--- config.mk ---
export PLATFORM = sky130hd
export DESIGN_NAME = fetch_sequencer
export DESIGN_NICKNAME = d
export VERILOG_FILES = /design/src/rtl/fetch_sequencer_pkg.sv /design/src/rtl/fetch_sequencer_branch_resolve.sv /design/src/rtl/fetch_sequencer.sv
export SDC_FILE = /design/constraint.sdc
export NUM_CORES = 1
export LEC_CHECK = 0
export ABC_CLOCK_PERIOD_IN_PS = 2350
export CORE_MARGIN = 2
export CORE_UTILIZATION = 35
export CTS_BUF_LIST = sky130_fd_sc_hd__clkbuf_4
export CTS_CLUSTER_DIAMETER = 80
export DETAILED_ROUTE_END_ITERATION = 8
export GPL_TIMING_DRIVEN = 0
export PLACE_DENSITY = 0.69
export REMOVE_ABC_BUFFERS = 1
export SYNTH_ARGS = -nofsm -noshare
export SYNTH_HDL_FRONTEND = slang
export SYNTH_SLANG_ARGS = --single-unit
--- constraint.sdc ---
create_clock -name clk -period 2.35 [get_ports clk]
set_clock_uncertainty 0.05 [all_clocks]
set_input_delay 0.235 -clock clk [delete_from_list [all_inputs] [get_ports clk]]
set_output_delay 0.235 -clock clk [all_outputs]
set_load 0.05 [all_outputs]
--- src/rtl/fetch_sequencer_pkg.sv ---
`default_nettype none
// ============================================================================
// Module   : fetch_sequencer_pkg
// Purpose  : Shared CPU definitions used by the fetch/issue end of the core.
//            Holds the opcode encoding, the field widths and the fetch FSM
//            state type.
// Revision : 1.0 - initial release
// ============================================================================
package fetch_sequencer_pkg;

    localparam int c_OP_W = 4;

    // Opcode encoding. Codes 9..11 are unassigned; words carrying them are
    // still issued so that execute can raise the illegal-instruction error.
    typedef enum logic [c_OP_W-1:0] {
        OP_ADD     = 4'd0,
        OP_SUB     = 4'd1,
        OP_AND     = 4'd2,
        OP_OR      = 4'd3,
        OP_XOR     = 4'd4,
        OP_NOT     = 4'd5,
        OP_MOV     = 4'd6,
        OP_LOAD_IM = 4'd7,
        OP_NOP     = 4'd8,
        OP_BRN_Z   = 4'd12,
        OP_BRN_N   = 4'd13,
        OP_BRN_O   = 4'd14,
        OP_BRN     = 4'd15
    } opcode_t;

    typedef enum logic [1:0] {
        IDLE       = 2'd0,
        RUN        = 2'd1,
        WAIT_FLAGS = 2'd2,
        HALT       = 2'd3
    } fetch_state_t;

endpackage : fetch_sequencer_pkg
`default_nettype wire

--- src/rtl/fetch_sequencer_branch_resolve.sv ---
`default_nettype none
// ============================================================================
// Module   : branch_resolve
// Purpose  : Combinational branch decode. Classifies the opcode of the word
//            on the ROM output and evaluates the branch condition.
// Ports    : op        - opcode field of the fetched word
//            operand   - {ra,rb} field, used as an absolute branch target
//            flag_z/n/o- execute-stage status flags
//            is_branch - word is one of BRN, BRN_Z, BRN_N, BRN_O
//            is_cond   - word is a conditional branch
//            taken     - branch would redirect given the current flags
//            target    - absolute redirect address
// Revision : 1.0 - initial release
// ============================================================================
module branch_resolve
    import fetch_sequencer_pkg::*;
#(
    parameter int TARGET_W = 6
) (
    input  logic [c_OP_W-1:0]   op,
    input  logic [TARGET_W-1:0] operand,
    input  logic                flag_z,
    input  logic                flag_n,
    input  logic                flag_o,
    output logic                is_branch,
    output logic                is_cond,
    output logic                taken,
    output logic [TARGET_W-1:0] target
);

    opcode_t w_op;
    assign w_op   = opcode_t'(op);
    assign target = operand;

    always_comb begin
        is_branch = 1'b0;
        is_cond   = 1'b0;
        taken     = 1'b0;
        case (w_op)
            OP_BRN: begin
                is_branch = 1'b1;
                taken     = 1'b1;
            end
            OP_BRN_Z: begin
                is_branch = 1'b1;
                is_cond   = 1'b1;
                taken     = flag_z;
            end
            OP_BRN_N: begin
                is_branch = 1'b1;
                is_cond   = 1'b1;
                taken     = flag_n;
            end
            OP_BRN_O: begin
                is_branch = 1'b1;
                is_cond   = 1'b1;
                taken     = flag_o;
            end
            default: ;
        endcase
    end

endmodule : branch_resolve
`default_nettype wire

--- src/rtl/fetch_sequencer.sv ---
`default_nettype none
// ============================================================================
// Module   : fetch_sequencer
// Purpose  : Owns the program counter, drives the synchronous instruction ROM,
//            resolves branches locally and issues all other words to execute
//            over a valid/ready handshake.
// Ports    : clk, rst_n          - clock, synchronous active-low reset
//            rom_addr, rom_en    - ROM fetch address (combinational) / load
//            rom_data            - word addressed on the previous enabled edge
//            flag_z/n/o          - execute status flags
//            flags_valid         - flags cover every retired instruction
//            instr_out/pc/valid  - issued word, its address, handshake valid
//            instr_ready         - execute accepts the issued word
//            branch_taken        - one-cycle pulse following a redirect
//            halted              - (FETCH_HALT_EN only) self-branch reached
// Config   : FETCH_HALT_EN - an unconditional branch to its own address
//            stops fetching until reset and raises halted.
// Revision : 1.0 - initial release
// ============================================================================
module fetch_sequencer
    import fetch_sequencer_pkg::*;
#(
    parameter int N               = 8,
    parameter int ROM_addressBits = 6,
    parameter int RF_addressBits  = 3
) (
    input  logic                            clk,
    input  logic                            rst_n,
    output logic [ROM_addressBits-1:0]      rom_addr,
    output logic                            rom_en,
    input  logic [4+2*RF_addressBits-1:0]   rom_data,
    input  logic                            flag_z,
    input  logic                            flag_n,
    input  logic                            flag_o,
    input  logic                            flags_valid,
    output logic [4+2*RF_addressBits-1:0]   instr_out,
    output logic [ROM_addressBits-1:0]      instr_pc,
    output logic                            instr_valid,
    input  logic                            instr_ready,
    output logic                            branch_taken
`ifdef FETCH_HALT_EN
    ,
    output logic                            halted
`endif
);

    localparam int                   c_W   = 4 + 2*RF_addressBits;
    localparam [ROM_addressBits-1:0] c_ONE = {{(ROM_addressBits-1){1'b0}}, 1'b1};

    // Branch targets are the concatenated register fields, so the address
    // width has to match exactly.
    generate
        if (ROM_addressBits != 2*RF_addressBits || N < 1) begin : g_param_check
            $error("fetch_sequencer: ROM_addressBits must equal 2*RF_addressBits");
        end
    endgenerate

    fetch_state_t               r_state;
    logic [ROM_addressBits-1:0] r_pc;       // address of the word on rom_data
    logic                       r_f_valid;  // rom_data holds a live word

    logic                       w_is_branch;
    logic                       w_is_cond;
    logic                       w_br_taken;
    logic [ROM_addressBits-1:0] w_target;
    logic [ROM_addressBits-1:0] w_pc_inc;
    logic                       w_slot_free;
    logic                       w_flags_ok;
    logic                       w_halt_hit;

    fetch_state_t               w_next_state;
    logic [ROM_addressBits-1:0] w_rom_addr;
    logic                       w_rom_en;
    logic                       w_issue;
    logic                       w_resolve;
    logic                       w_taken;

    branch_resolve #(
        .TARGET_W (ROM_addressBits)
    ) u_branch_resolve (
        .op        (rom_data[c_W-1 -: c_OP_W]),
        .operand   (rom_data[ROM_addressBits-1:0]),
        .flag_z    (flag_z),
        .flag_n    (flag_n),
        .flag_o    (flag_o),
        .is_branch (w_is_branch),
        .is_cond   (w_is_cond),
        .taken     (w_br_taken),
        .target    (w_target)
    );

    assign w_pc_inc    = r_pc + c_ONE;
    assign w_slot_free = !instr_valid || instr_ready;
    // A conditional branch waits until the issue slot has drained so the
    // flags cannot be stale with respect to an instruction still in flight.
    assign w_flags_ok  = flags_valid && !instr_valid;

`ifdef FETCH_HALT_EN
    assign w_halt_hit  = !w_is_cond && (w_target == r_pc);
    assign halted      = (r_state == HALT);
`else
    assign w_halt_hit  = 1'b0;
`endif

    always_comb begin
        w_next_state = r_state;
        w_rom_addr   = w_pc_inc;
        w_rom_en     = 1'b0;
        w_issue      = 1'b0;
        w_resolve    = 1'b0;
        case (r_state)
            IDLE: begin
                w_rom_addr   = '0;
                w_rom_en     = 1'b1;
                w_next_state = RUN;
            end
            RUN: begin
                if (!r_f_valid) begin
                    // Defensive: refetch the current address.
                    w_rom_addr = r_pc;
                    w_rom_en   = 1'b1;
                end else if (!w_is_branch) begin
                    if (w_slot_free) begin
                        w_issue  = 1'b1;
                        w_rom_en = 1'b1;
                    end
                end else if (w_halt_hit) begin
                    w_next_state = HALT;
                end else if (!w_is_cond || w_flags_ok) begin
                    w_resolve = 1'b1;
                end else begin
                    w_next_state = WAIT_FLAGS;
                end
            end
            WAIT_FLAGS: begin
                if (w_flags_ok) begin
                    w_resolve    = 1'b1;
                    w_next_state = RUN;
                end
            end
            HALT: ;
            default: w_next_state = IDLE;
        endcase

        if (w_resolve) begin
            w_rom_en   = 1'b1;
            w_rom_addr = w_br_taken ? w_target : w_pc_inc;
        end
        w_taken = w_resolve && w_br_taken;
    end

    assign rom_addr = w_rom_addr;
    assign rom_en   = w_rom_en;

    always_ff @(posedge clk) begin
        if (!rst_n) begin
            r_state      <= IDLE;
            r_pc         <= '0;
            r_f_valid    <= 1'b0;
            instr_out    <= '0;
            instr_pc     <= '0;
            instr_valid  <= 1'b0;
            branch_taken <= 1'b0;
        end else begin
            r_state      <= w_next_state;
            branch_taken <= w_taken;
            if (w_rom_en) begin
                r_pc      <= w_rom_addr;
                r_f_valid <= 1'b1;
            end
            if (w_issue) begin
                instr_out   <= rom_data;
                instr_pc    <= r_pc;
                instr_valid <= 1'b1;
            end else if (instr_ready) begin
                instr_valid <= 1'b0;
            end
        end
    end

endmodule : fetch_sequencer
`default_nettype wire
* Yosys cells after proc, flatten, opt, wreduce, memory -nomap -nowiden
Cells that the tools add are included.
** Word-level totals
- Logic and storage cells :: 56
- Flip-flop bits (word level) :: 27
- Input bits :: 17
- Output and inout bits :: 25
** Cells by class
- $add $sub $neg :: 1
- Muxes and demuxes :: 26
- Equality and inequality tests :: 10
- Reductions and logical operators :: 12
** Operator list (number)
- $mux W6 :: 3
- $eq A4 B4 Y1 const B :: 4
- $mux W1 :: 14
- $pmux W6 S2 :: 1
- $mux W2 :: 4
- $ne A2 B2 Y1 const B :: 4
- $add A6 B1 Y6 const B :: 1
- $pmux W2 S3 :: 1
- $reduce_and A5 Y1 :: 1
- $pmux W1 S2 :: 2
- $pmux W1 S4 :: 1
- $reduce_or A4 Y1 :: 1
- $reduce_bool A3 Y1 :: 1
- $reduce_or A3 Y1 :: 1
- $eq A2 B1 Y1 const B :: 1
- $eq A2 B2 Y1 const B :: 1
- $logic_and A1 B1 Y1 :: 2
- $logic_not A1 Y1 :: 2
- $logic_not A2 Y1 :: 1
- $logic_or A1 B1 Y1 :: 2
- $reduce_bool A2 Y1 :: 1

* Longest topological paths before layout
Gate-level depths: netlist of run 1.
- Word-level depth :: 10
- Mapped depth :: 9
- Depth with buffers taken out :: 7

* Modules after synthesis
From an unflattened synthesis of run 1, not the netlist that was laid out.
** Second synthesis, totals
- Cells, all modules :: 211
- Area, all modules :: 1570.3 um2
** By module, submodules not included
- fetch_sequencer :: area each 1483.9 um2, seq. area each 540.5 um2, cells an instance 198, instances 1
- branch_resolve :: area each 86.3 um2, seq. area each 0.0 um2, cells an instance 13, instances 1

* Worst setup path after synthesis of run 1
No wires, ideal clock.
- Path kind :: register to output
- Start point :: register r_state[1]
- End point :: output port rom_addr[2]
- Path buffers :: 0
- Arrival time :: 2222 ps
- Required time :: 2065 ps
- Cell stages (with the launch flop) :: 7
- Path slack :: -157 ps
- Path through :: dfxtp_1 inv_1 ha_1 a41oi_1 o22ai_1 nand2_1 o21ai_0
** On the way
- Word-level cells in the longest chain between the ends :: 3
- Elaborated cells on any way between the ends :: 6
- Those cells by class :: 2 x eq/ne; 3 x mux; 1 x reduce/logical
** Ends and longest elaborated chain
- start: declaration :: RTL line fetch_sequencer.sv:58 : fetch_state_t r_state;
- start signal: assignment :: RTL line fetch_sequencer.sv:165 : r_state <= w_next_state;
- $eq A2 B1 Y1 (tied with other cells) :: RTL line fetch_sequencer.sv:111 : case (r_state)
- $pmux W6 S2 / $pmux W1 S2 (equally long branches) :: RTL line fetch_sequencer.sv:111
- $mux W6 (*) :: RTL line fetch_sequencer.sv:145 : if (w_resolve) begin
- end: declaration :: RTL line fetch_sequencer.sv:29 : output logic [ROM_addressBits-1:0] rom_addr,
Every way passes the cells marked *; elsewhere a longest branch is shown, timed or not.

* Final worst setup path of run 1
- Start point :: register r_state[0]
- End point :: output port rom_addr[1]
Same word-level chain as after synthesis.

==> results of run 1 <==
-- state kept, by name, indices dropped and copies added, names as in the netlist --
| name | flops |
|---|---|
| instr_valid | 1 |
| instr_pc | 6 |
| r_f_valid | 1 |
| r_state | 2 |
| r_pc | 6 |
| instr_out | 10 |
| branch_taken | 1 |
-- worst min path at each step --
stage               depth (start not counted)                 startpoint                         to
finish                                      2   instr_pc[3]$_SDFFE_PN0P_   instr_pc[3]$_SDFFE_PN0P_
global route                                2                      rst_n     r_f_valid$_SDFFE_PN0P_
CTS                                         2                      rst_n     r_f_valid$_SDFFE_PN0P_
detailed placement                          2  instr_out[9]$_SDFFE_PN0P_  instr_out[9]$_SDFFE_PN0P_
global placement                            2  instr_out[5]$_SDFFE_PN0P_  instr_out[5]$_SDFFE_PN0P_
floorplan                                   1                      rst_n     r_f_valid$_SDFFE_PN0P_
-- per-layer routing --
| layer | GRT usage | vias to the layer above | routed length (um) |
|---|---|---|---|
| li1 | - | 743 | - |
| met5 | 0 | - | 0 |
| met4 | 0.04403 | 0 | 15 |
| met3 | 0.03376 | 2 | 157 |
| met2 | 0.2438 | 28 | 1770 |
| met1 | 0.1862 | 662 | 1811 |
-- placed cells by master (no fill, tap or decap), drive strengths merged, types with 4 or more instances in the layout --
cell type,netlist,routed
a21oi,14,14
dfxtp,27,27
nor2b,4,4
clkdlybuf4s50,0,34
a221oi,5,5
inv,6,6
buf,6,16
nand2b,5,5
ha,4,4
nor2,25,25
nand2,19,19
mux2i,18,18
o21ai,13,13
-- kinds of logic (layout without fill, tap and decap cells) --
kind of cell | count (synthesis) | count (layout) | synth area share
compound gates | 49 | 49 | 0.2311
fa+ha+maj | 4 | 4 | 0.03145
xor+xnor | 4 | 4 | 0.02202
mux | 19 | 19 | 0.1226
flops | 27 | 27 | 0.3396
simple gates | 66 | 66 | 0.1958
buf+inv | 16 | 60 | 0.05738
-- cell type report --
cell class / instances / area share
inverter: 6 / 0.01045
sequential: 27 / 0.2561
multi-input combinational: 142 / 0.4721
clock buffer: 3 / 0.01045
clock inverter: 1 / 0.002323
timing repair buffer: 50 / 0.2184
tap: 52 / 0.03020
-- timing repair --
| item | 4_1_cts | 5_1_grt |
|---|---|---|
| gates resized for setup | 56 | 12 |
| buffers inserted | 7 | 2 |
| pin swaps | 4 | 7 |
| endpoints found under the setup margin | 27 | 21 |
-- stage by stage --
step | instances | setup WS, ps | TNS [ps] | instance area (sq um) | utilization
floorplan | 175 | -350.4 | -1767 | 1523 | -
global placement | 268 | -843.7 | -6955 | 1998 | 0.4589
detailed placement | 268 | -839.3 | -7116 | 1998 | 0.4589
CTS | 279 | 3.878 | 0 | 2102 | 0.4828
global route | 281 | -64.48 | -124.6 | 2155 | 0.4948
finish | 281 | 40.68 | 0 | 2155 | 0.4948
-- power by group through the flow --
| stage | Combinational, W | Clock, W | Sequential, W |
|---|---|---|---|
| 5_1_grt | 0.00109 | 0.000235 | 0.000599 |
| 6_report | 0.00102 | 0.000213 | 0.000590 |
| 3_3_place_gp | 0.000933 | 0 | 0.000583 |
| 4_1_cts | 0.000981 | 0.000222 | 0.000585 |
| 3_5_place_dp | 0.000937 | 0 | 0.000584 |
| 2_1_floorplan | 0.000596 | 0 | 0.000659 |
-- worst reg2reg max path: cells and delay by family (launching register included) --
| family | cells | cell delay, ps |
|---|---|---|
| and+or+nand+nor | 2 | 620 |
| adders and majority gates | 1 | 180 |
| buffers and inverters | 2 | 260 |
| DFF | 1 | 370 |
| muxes | 1 | 260 |
==> summary.txt, run 1 <==
Clock transition at path regs: 170 ps
Power Dens Cells: 844.8 nW/um^2
Detail Route Antenna Nets: 0
FF+latch count, synth: 27
Die W: 71.44 um
Avg Inst Size Synth: 8.603 sq um
Die area: 5103 sq um
Synth unique cells: 44
Worst path cell trace: inv_1 > ha_1 > a41oi_2 > o22ai_2 > and2_4 > buf_4 > a21oi_1 > buf_4
DR vias/cell: 5.107
Slowest stage cell, crit path: dfxtp_4
R2R Path Start: r_state[1]$_SDFFE_PN0P_
DRT Wirelength: 3754 um
Core area: 4354 sq um
Vias: 1,435
Crit Path Class: flop to primary output
Cell Area, Synth: 1592 sq um
Worst EP required: 2070 ps
Final period util: 0.9827
Switch share: 0.4664
Flop-to-flop setup slack: 480 ps
Fmax: 433.0 MHz
# setup viols final: 0
Port bufs: 41
Commonest cells post-synth: dfxtp_1 (27), nor2_1 (25), nand2_1 (19)
DRC Markers: 0
Cts bufs inserted: 3
Fillers: 449
Hpwl dp: 2459 um
First-pass GRT wire length: 5968 um
Worst-skew pair later-pin latency: 340 ps
Largest net degree at the start of global routing: 26
Initial Utilization: 0.3655
Status: complete, no violations
Placement Rows: 24
Post-synth EDFFs: 0
CP Max Fanout: 6
WP depth: 8
Ys flop type: dfxtp_1
H-tree depth: 1
CTS tree: built
Most frequent cell after synthesis: dfxtp_1
Share of the synthesized area in the top cell type: 0.3396
Worst path bufs/invs: 3
Seq. cell area: 551.8 sq um
Nets@finish: 251
Multi-input logic area: 1017 sq um
Proportion of power drawn by combinational gates: 0.559
Asr flop ratio synth: 0
Clock power frac: 0.117
Worst Setup EP: rom_addr[1]
Number of placed I/O pins: 42
Max clock buf depth: 2
Tot Pwr: 0.001820 W
CP max stage delay: 400 ps
Initial antenna violation count: 0
Internal power component: 0.0009713 W
Hold Crit Class: flop to flop
Drt pass-1 iters: 4
Leading area contributor after synthesis: dfxtp_1
Slew of the pin with the lowest slew margin: 841.2 ps
RSZ-0062 raised after global routing: true
WL/cell: 13.36 um
Crit. Startpoint: r_state[0]$_SDFFE_PN0P_
Worst Setup End Kind: primary output
Critical Path Source Type: flop
Clock root buffer: clkbuf_4
Synth area leaders: dfxtp_1 (34%), mux2i_1 (11%), nor2_1 (5.9%)
Slew headroom: 0.4386
Pleak: 0.7768 nW
Tmin final: 2309 ps
Hold-fix buffers, CTS: 0
Layout cells sized above 1: 0.2227
Synth warn: 0
Hold WS: 461.0 ps
Iteration-0 DRC Markers: 65
Total track usage: 0.1455
Hold Fails Final Rpt: 0
Max Cap Violations: 0
Worst VDD drop: 344.9 uV
Diode count: 0
Mapped Cells: 185
Final count of pins violating max slew: 0
Gr ovfl total: 0
Crit path DAT: 2020 ps
R2R depth: 6
Routability congestion estimate: 0.8067
Area grow syn2layout: 35.38%
Die H: 71.44 um
Register area share after synthesis: 0.3396
Reg2reg end: instr_out[0]$_SDFFE_PN0P_
Delay-heaviest family, CP: compound AO/OA/AOI/OAI gates
Vias in the first global route: 1,334
# clock sinks: 27
CP most frequent cell: buf_4
Seq pwr share: 0.324
Switching power: 0.0008489 W
(Power assumes the default switching activity.)
==> run 2, diff against run 1 <==
--- a/config.mk
+++ b/config.mk
@@ -5,15 +5,15 @@
 export SDC_FILE = /design/constraint.sdc
 export NUM_CORES = 1
 export LEC_CHECK = 0
-export ABC_CLOCK_PERIOD_IN_PS = 2350
 export CORE_MARGIN = 2
-export CORE_UTILIZATION = 35
+export CORE_UTILIZATION = 49
 export CTS_BUF_LIST = sky130_fd_sc_hd__clkbuf_4
 export CTS_CLUSTER_DIAMETER = 80
 export DETAILED_ROUTE_END_ITERATION = 8
 export GPL_TIMING_DRIVEN = 0
-export PLACE_DENSITY = 0.69
+export PLACE_DENSITY = 0.89
 export REMOVE_ABC_BUFFERS = 1
 export SYNTH_ARGS = -nofsm -noshare
 export SYNTH_HDL_FRONTEND = slang
+export SYNTH_HIERARCHICAL = 1
 export SYNTH_SLANG_ARGS = --single-unit
==> summary.txt, run 2 <==
Hold Crit Class: input port to flop
Critical Path Source Type: flop
Clock transition at path regs: 150 ps
Initial Utilization: 0.5143
# clock sinks: 27
Avg Inst Size Synth: 7.442 sq um
Cell Count, Final, Fillers Out: 298
Total track usage: 0.2401
# setup viols final: 1
Clock root buffer: clkbuf_4
Mapped Cells: 211
Hold-fix buffers, CTS: 0
Core area: 3053 sq um
DRT Wirelength: 4304 um
First-pass GRT wire length: 6727 um
CP Max Fanout: 3
Power Dens Cells: 1026 nW/um^2
Biggest regs: instr_out (10), instr_pc (6), r_pc (6)
Share of the synthesized area in the top cell type: 0.3442
Detail Route Antenna Nets: 0
Register area share after synthesis: 0.3442
Cell Area, Synth: 1570 sq um
RSZ-0062 raised after global routing: true
Cell count after placement: 278
Failing checks: negative setup slack
Area grow syn2layout: 41.91%
Hpwl dp: 2654 um
Hold WS: 163.9 ps
Iteration-0 DRC Markers: 77
Diode count: 0
Commonest non-fill, non-tap cell in the layout: nand2_1
Die H: 60.61 um
Layout cells sized above 1: 0.2441
Max FFs per register: 10
WL/cell: 14.44 um
M1 GR Usage: 0.2730
Post-synth EDFFs: 0
Routing usage on met2: 0.4178
Global routing usage on met3: 0.05330
Largest net degree at the start of global routing: 25
Slew of the pin with the lowest slew margin: 996.5 ps
Worst EP required: 2070 ps
Gr ovfl total: 0
Status: finished with violations
Commonest cells post-synth: nand2_1 (52), dfxtp_1 (27), a21oi_1 (25)
Crit Path Class: flop to primary output
Most frequent cell after synthesis: nand2_1
Tmin final: 2392 ps
Most frequent cells in the layout: nand2_1 (48), clkdlybuf4s50_1 (32), a21oi_1 (24)
Slew headroom: 0.3320
Number of placed I/O pins: 42
FF+latch count, synth: 27
Die W: 60.61 um
Worst VDD drop: 738.0 uV
Max Cap Violations: 0
Die area: 3674 sq um
Routability congestion estimate: 0.8639
Cts bufs inserted: 3
Port bufs: 41
DRC Markers: 0
Max clock buf depth: 2
Fmax: 418.0 MHz
Nets@finish: 277
Most used routing layer: met2
Final period util: 1.018
Asr flop ratio synth: 0
Worst-skew pair later-pin latency: 340 ps
Vias: 1,651
Hold Fails Final Rpt: 0
CTS tree: built
Crit path DAT: 2110 ps
Synth area leaders: dfxtp_1 (34%), nand2_1 (12%), a21oi_1 (8.0%)
H-tree depth: 1
Ys flop type: dfxtp_1
Post-route setup slack: -42.15 ps
Synth unique cells: 43
Final count of pins violating max slew: 0
Initial antenna violation count: 0
Worst Setup End Kind: primary output
Drt pass-1 iters: 4
Pleak: 0.8366 nW
Placement Rows: 20
Reg with most FFs: instr_out
Leading area contributor after synthesis: dfxtp_1
Synth warn: 6
Vias in the first global route: 1,567
DR vias/cell: 5.540
## run 2: kinds of logic after synthesis
group / share of synthesized area
AND/OR/NAND/NOR: 0.2661
AO/OA/AOI/OAI: 0.2144
buffers and inverters: 0.08048
flip-flops: 0.3442
multiplexers: 0.03267
adder cells (fa/ha/maj): 0.03984
XOR/XNOR: 0.02231
## run 2: per-layer routing
metal	vias to the layer above	wire, um
met1	760	1713
met5	-	0
met3	15	242
met4	0	133
met2	70	2216
li1	806	-
## run 2: power breakdown
part           internal [W]  switching (W)  leakage [nW]
Clock             0.0000655       0.000147        0.0139
Sequential         0.000547      0.0000982         0.222
Combinational      0.000577       0.000852         0.601
Total               0.00119        0.00110         0.837
## run 2: critical path, stage by stage, from the launching register on
cell and delay [ps]:
dfxtp_2 390, inv_4 50, ha_4 250, nand4_4 110, a21o_1 170, nand2_4 80
or4_4 490, nand2_2 90, buf_8 140
## run 2: per-stage QoR
stage / utilization / setup TNS (ps) / total power (W) / setup WS (ps) / area [sq um]
5_1_grt: 0.7299 / -251.9 / 0.002407 / -100.4 / 2228
2_1_floorplan: - / -1144 / 0.001418 / -397.0 / 1478
4_1_cts: 0.6947 / -33.30 / 0.002108 / -33.30 / 2121
6_report: 0.7299 / -42.15 / 0.002287 / -42.15 / 2228
3_5_place_dp: 0.6365 / -9786 / 0.001750 / -1250 / 1943
3_3_place_gp: 0.6365 / -9533 / 0.001722 / -1264 / 1943
## run 2: final timing paths
check                                          startpoint                   endpoint  slack [ps]  cells after the start
worst min register to register  instr_out[4]$_SDFFE_PN0P_  instr_out[4]$_SDFFE_PN0P_         410                      2
worst max register to register    r_state[0]$_SDFFE_PN0P_       r_pc[4]$_SDFFE_PN0P_         250                      8
worst max-delay path              r_state[1]$_SDFFE_PN0P_                rom_addr[2]         -40                      8
worst min-delay path                          rom_data[7]  instr_out[7]$_SDFFE_PN0P_         160                      3
## run 2: layout make-up
cell class              instances  area [sq um]
clock inverters                 1         7.507
well taps                      44         55.05
inverters                       9         36.28
flip-flops and latches         27         555.5
repair buffers                 57         534.3
multi-input cells             157          1017
fillers                       263         824.5
clock buffers                   3         22.52
## run 2: what timing repair did
item | 4_1_cts | 5_1_grt
setup endpoints to repair | 11 | 7
cloned | 0 | 0
pin swaps | 6 | 4
gates resized for setup | 72 | 19
buffers inserted | 9 | 7
==> run 3, diff against run 2 <==
--- a/config.mk
+++ b/config.mk
@@ -6,14 +6,13 @@
 export NUM_CORES = 1
 export LEC_CHECK = 0
 export CORE_MARGIN = 2
-export CORE_UTILIZATION = 49
+export CORE_UTILIZATION = 50
 export CTS_BUF_LIST = sky130_fd_sc_hd__clkbuf_4
 export CTS_CLUSTER_DIAMETER = 80
 export DETAILED_ROUTE_END_ITERATION = 8
 export GPL_TIMING_DRIVEN = 0
-export PLACE_DENSITY = 0.89
+export PLACE_DENSITY = 0.9
 export REMOVE_ABC_BUFFERS = 1
 export SYNTH_ARGS = -nofsm -noshare
 export SYNTH_HDL_FRONTEND = slang
-export SYNTH_HIERARCHICAL = 1
 export SYNTH_SLANG_ARGS = --single-unit
==> summary.txt, run 3 (synthesized netlist as in run 1, its figures left out) <==
Worst path cell trace: clkdlybuf4s50_1 > mux2_4 > o221ai_4 > buf_4 > o31ai_1 > o22ai_1 > mux2i_1 > buf_4
Drt pass-1 iters: 6
Number of placed I/O pins: 42
Power Dens Cells: 864.5 nW/um^2
Total track usage: 0.2079
RSZ-0062 raised after global routing: true
CP Max Fanout: 5
Area grow syn2layout: 34.28%
Clock transition at path regs: 140 ps
Max clock buf depth: 2
Clock root buffer: clkbuf_4
Final count of pins violating max slew: 0
DP Worst Slack: -842.3 ps
Initial antenna violation count: 0
Gr ovfl total: 0
Crit path DAT: 2000 ps
Fmax: 437.8 MHz
Hold WS: 458.5 ps
Fillers: 253
First-pass GRT wire length: 5885 um
Tmin final: 2284 ps
Largest net degree at the start of global routing: 26
Max Cap Violations: 0
Switch share: 0.4593
Max FFs per register: 10
DR vias/cell: 5.436
Layout cells sized above 1: 0.2183
Cts bufs inserted: 3
Detail Route Antenna Nets: 0
Slew of the pin with the lowest slew margin: 1031 ps
Biggest regs: instr_out (10), instr_pc (6), r_pc (6)
DRT Wirelength: 3629 um
Reg with most FFs: instr_out
Routability congestion estimate: 0.7612
Final period util: 0.9719
Core area: 3053 sq um
Seq pwr share: 0.317
Slew headroom: 0.3127
Worst VDD drop: 580.3 uV
Most frequent cells in the layout: clkdlybuf4s50_1 (34), nor2_1 (25), dfxtp_1 (22)
Switching power: 0.0008486 W
Internal power component: 0.0009990 W
Die H: 60.42 um
H-tree depth: 1
Nets@finish: 251
Delay-heaviest family, CP: buffers and inverters
Port bufs: 41
CP max stage delay: 550 ps
Commonest non-fill, non-tap cell in the layout: clkdlybuf4s50_1
DRC Markers: 0
Worst Setup End Kind: primary output
# clock sinks: 27
Initial Utilization: 0.5213
Clock power frac: 0.115
Worst EP required: 2070 ps
Status: complete, no violations
Critical Path Source Type: input port
CP most frequent cell: buf_4
Tot Pwr: 0.001848 W
Seq. cell area: 551.8 sq um
# setup viols final: 0
WL/cell: 13.29 um
Post-route setup slack: 65.94 ps
Crit Path Class: input port to primary output
Cell count after placement: 260
Hold Fails Final Rpt: 0
CTS tree: built
Worst path bufs/invs: 3
Hold Crit Class: flop to flop
Proportion of power drawn by combinational gates: 0.568
Worst-skew pair later-pin latency: 330 ps
Hpwl dp: 2452 um
Iteration-0 DRC Markers: 84
Cell Count, Final, Fillers Out: 273
Hold-fix buffers, CTS: 0
Die W: 60.42 um
Vias: 1,484
Placement Rows: 20
Multi-input logic area: 1013 sq um
Diode count: 0
Die area: 3651 sq um
Pleak: 0.7747 nW
Slowest stage cell, crit path: clkdlybuf4s50_1
Vias in the first global route: 1,351
-- run 3: changes by cell type in the layout (fill, tap and decap cells not counted), moves of 4 or more --
| cell | before | now |
|---|---|---|
| a21oi_1 | 24 | 10 |
| a221oi_2 | 0 | 5 |
| mux2i_1 | 3 | 18 |
| nand2_1 | 48 | 18 |
| nand2b_1 | 0 | 5 |
| nand3_1 | 6 | 1 |
| nor2_1 | 11 | 25 |
| o21ai_1 | 1 | 5 |
-- run 3: routing by layer --
metal	GRT usage	up-vias	routed length (um)
met1	0.2471	689	1610
met3	0.05117	8	141
met2	0.3727	44	1820
met4	0.05901	0	57
li1	-	743	-
met5	0	-	0
-- run 3: worst paths after layout --
kind	start	to	slack, ps	cells past startpoint
max	rom_data[7]	rom_addr[5]	70	8
min	instr_pc[4]$_SDFFE_PN0P_	instr_pc[4]$_SDFFE_PN0P_	460	2
max reg2reg	r_state[1]$_SDFFE_PN0P_	instr_pc[0]$_SDFFE_PN0P_	230	6
min reg2reg	instr_pc[4]$_SDFFE_PN0P_	instr_pc[4]$_SDFFE_PN0P_	460	2
-- run 3: power groups by stage --
| stage | registers, W | clock network, W | logic [W] |
|---|---|---|---|
| floorplan | 0.000659 | 0 | 0.000596 |
| global placement | 0.000581 | 0 | 0.000921 |
| detailed placement | 0.000582 | 0 | 0.000940 |
| CTS | 0.000577 | 0.000223 | 0.000996 |
| global route | 0.000592 | 0.000243 | 0.00114 |
| finish | 0.000586 | 0.000212 | 0.00105 |
-- run 3: area by class of cell --
class	count	area share
clock buffer	4	0.01405
sequential	27	0.2582
tap	44	0.02576
timing repair buffer	50	0.2160
multi-input combinational	142	0.4742
inverter	6	0.01171
-- run 3: stage by stage --
step	utilization	cell area [sq um]	TNS, ps
6_report	0.7000	2137	0
5_1_grt	0.7000	2137	-22.01
4_1_cts	0.6828	2085	0
3_5_place_dp	0.6512	1988	-6009
3_3_place_gp	0.6512	1988	-5331
2_1_floorplan	-	1523	-1767
-- run 3: tightest hold or removal path, cell delays in order (launching register included) --
cell and delay [ps]:
dfxtp_1 350, mux2i_1 60, nor2_1 70
-- run 3: what timing repair did --
item	in CTS	in global routing
pin swaps	3	3
setup buffers	7	2
endpoints found under the setup margin	24	7
resized for setup	52	16
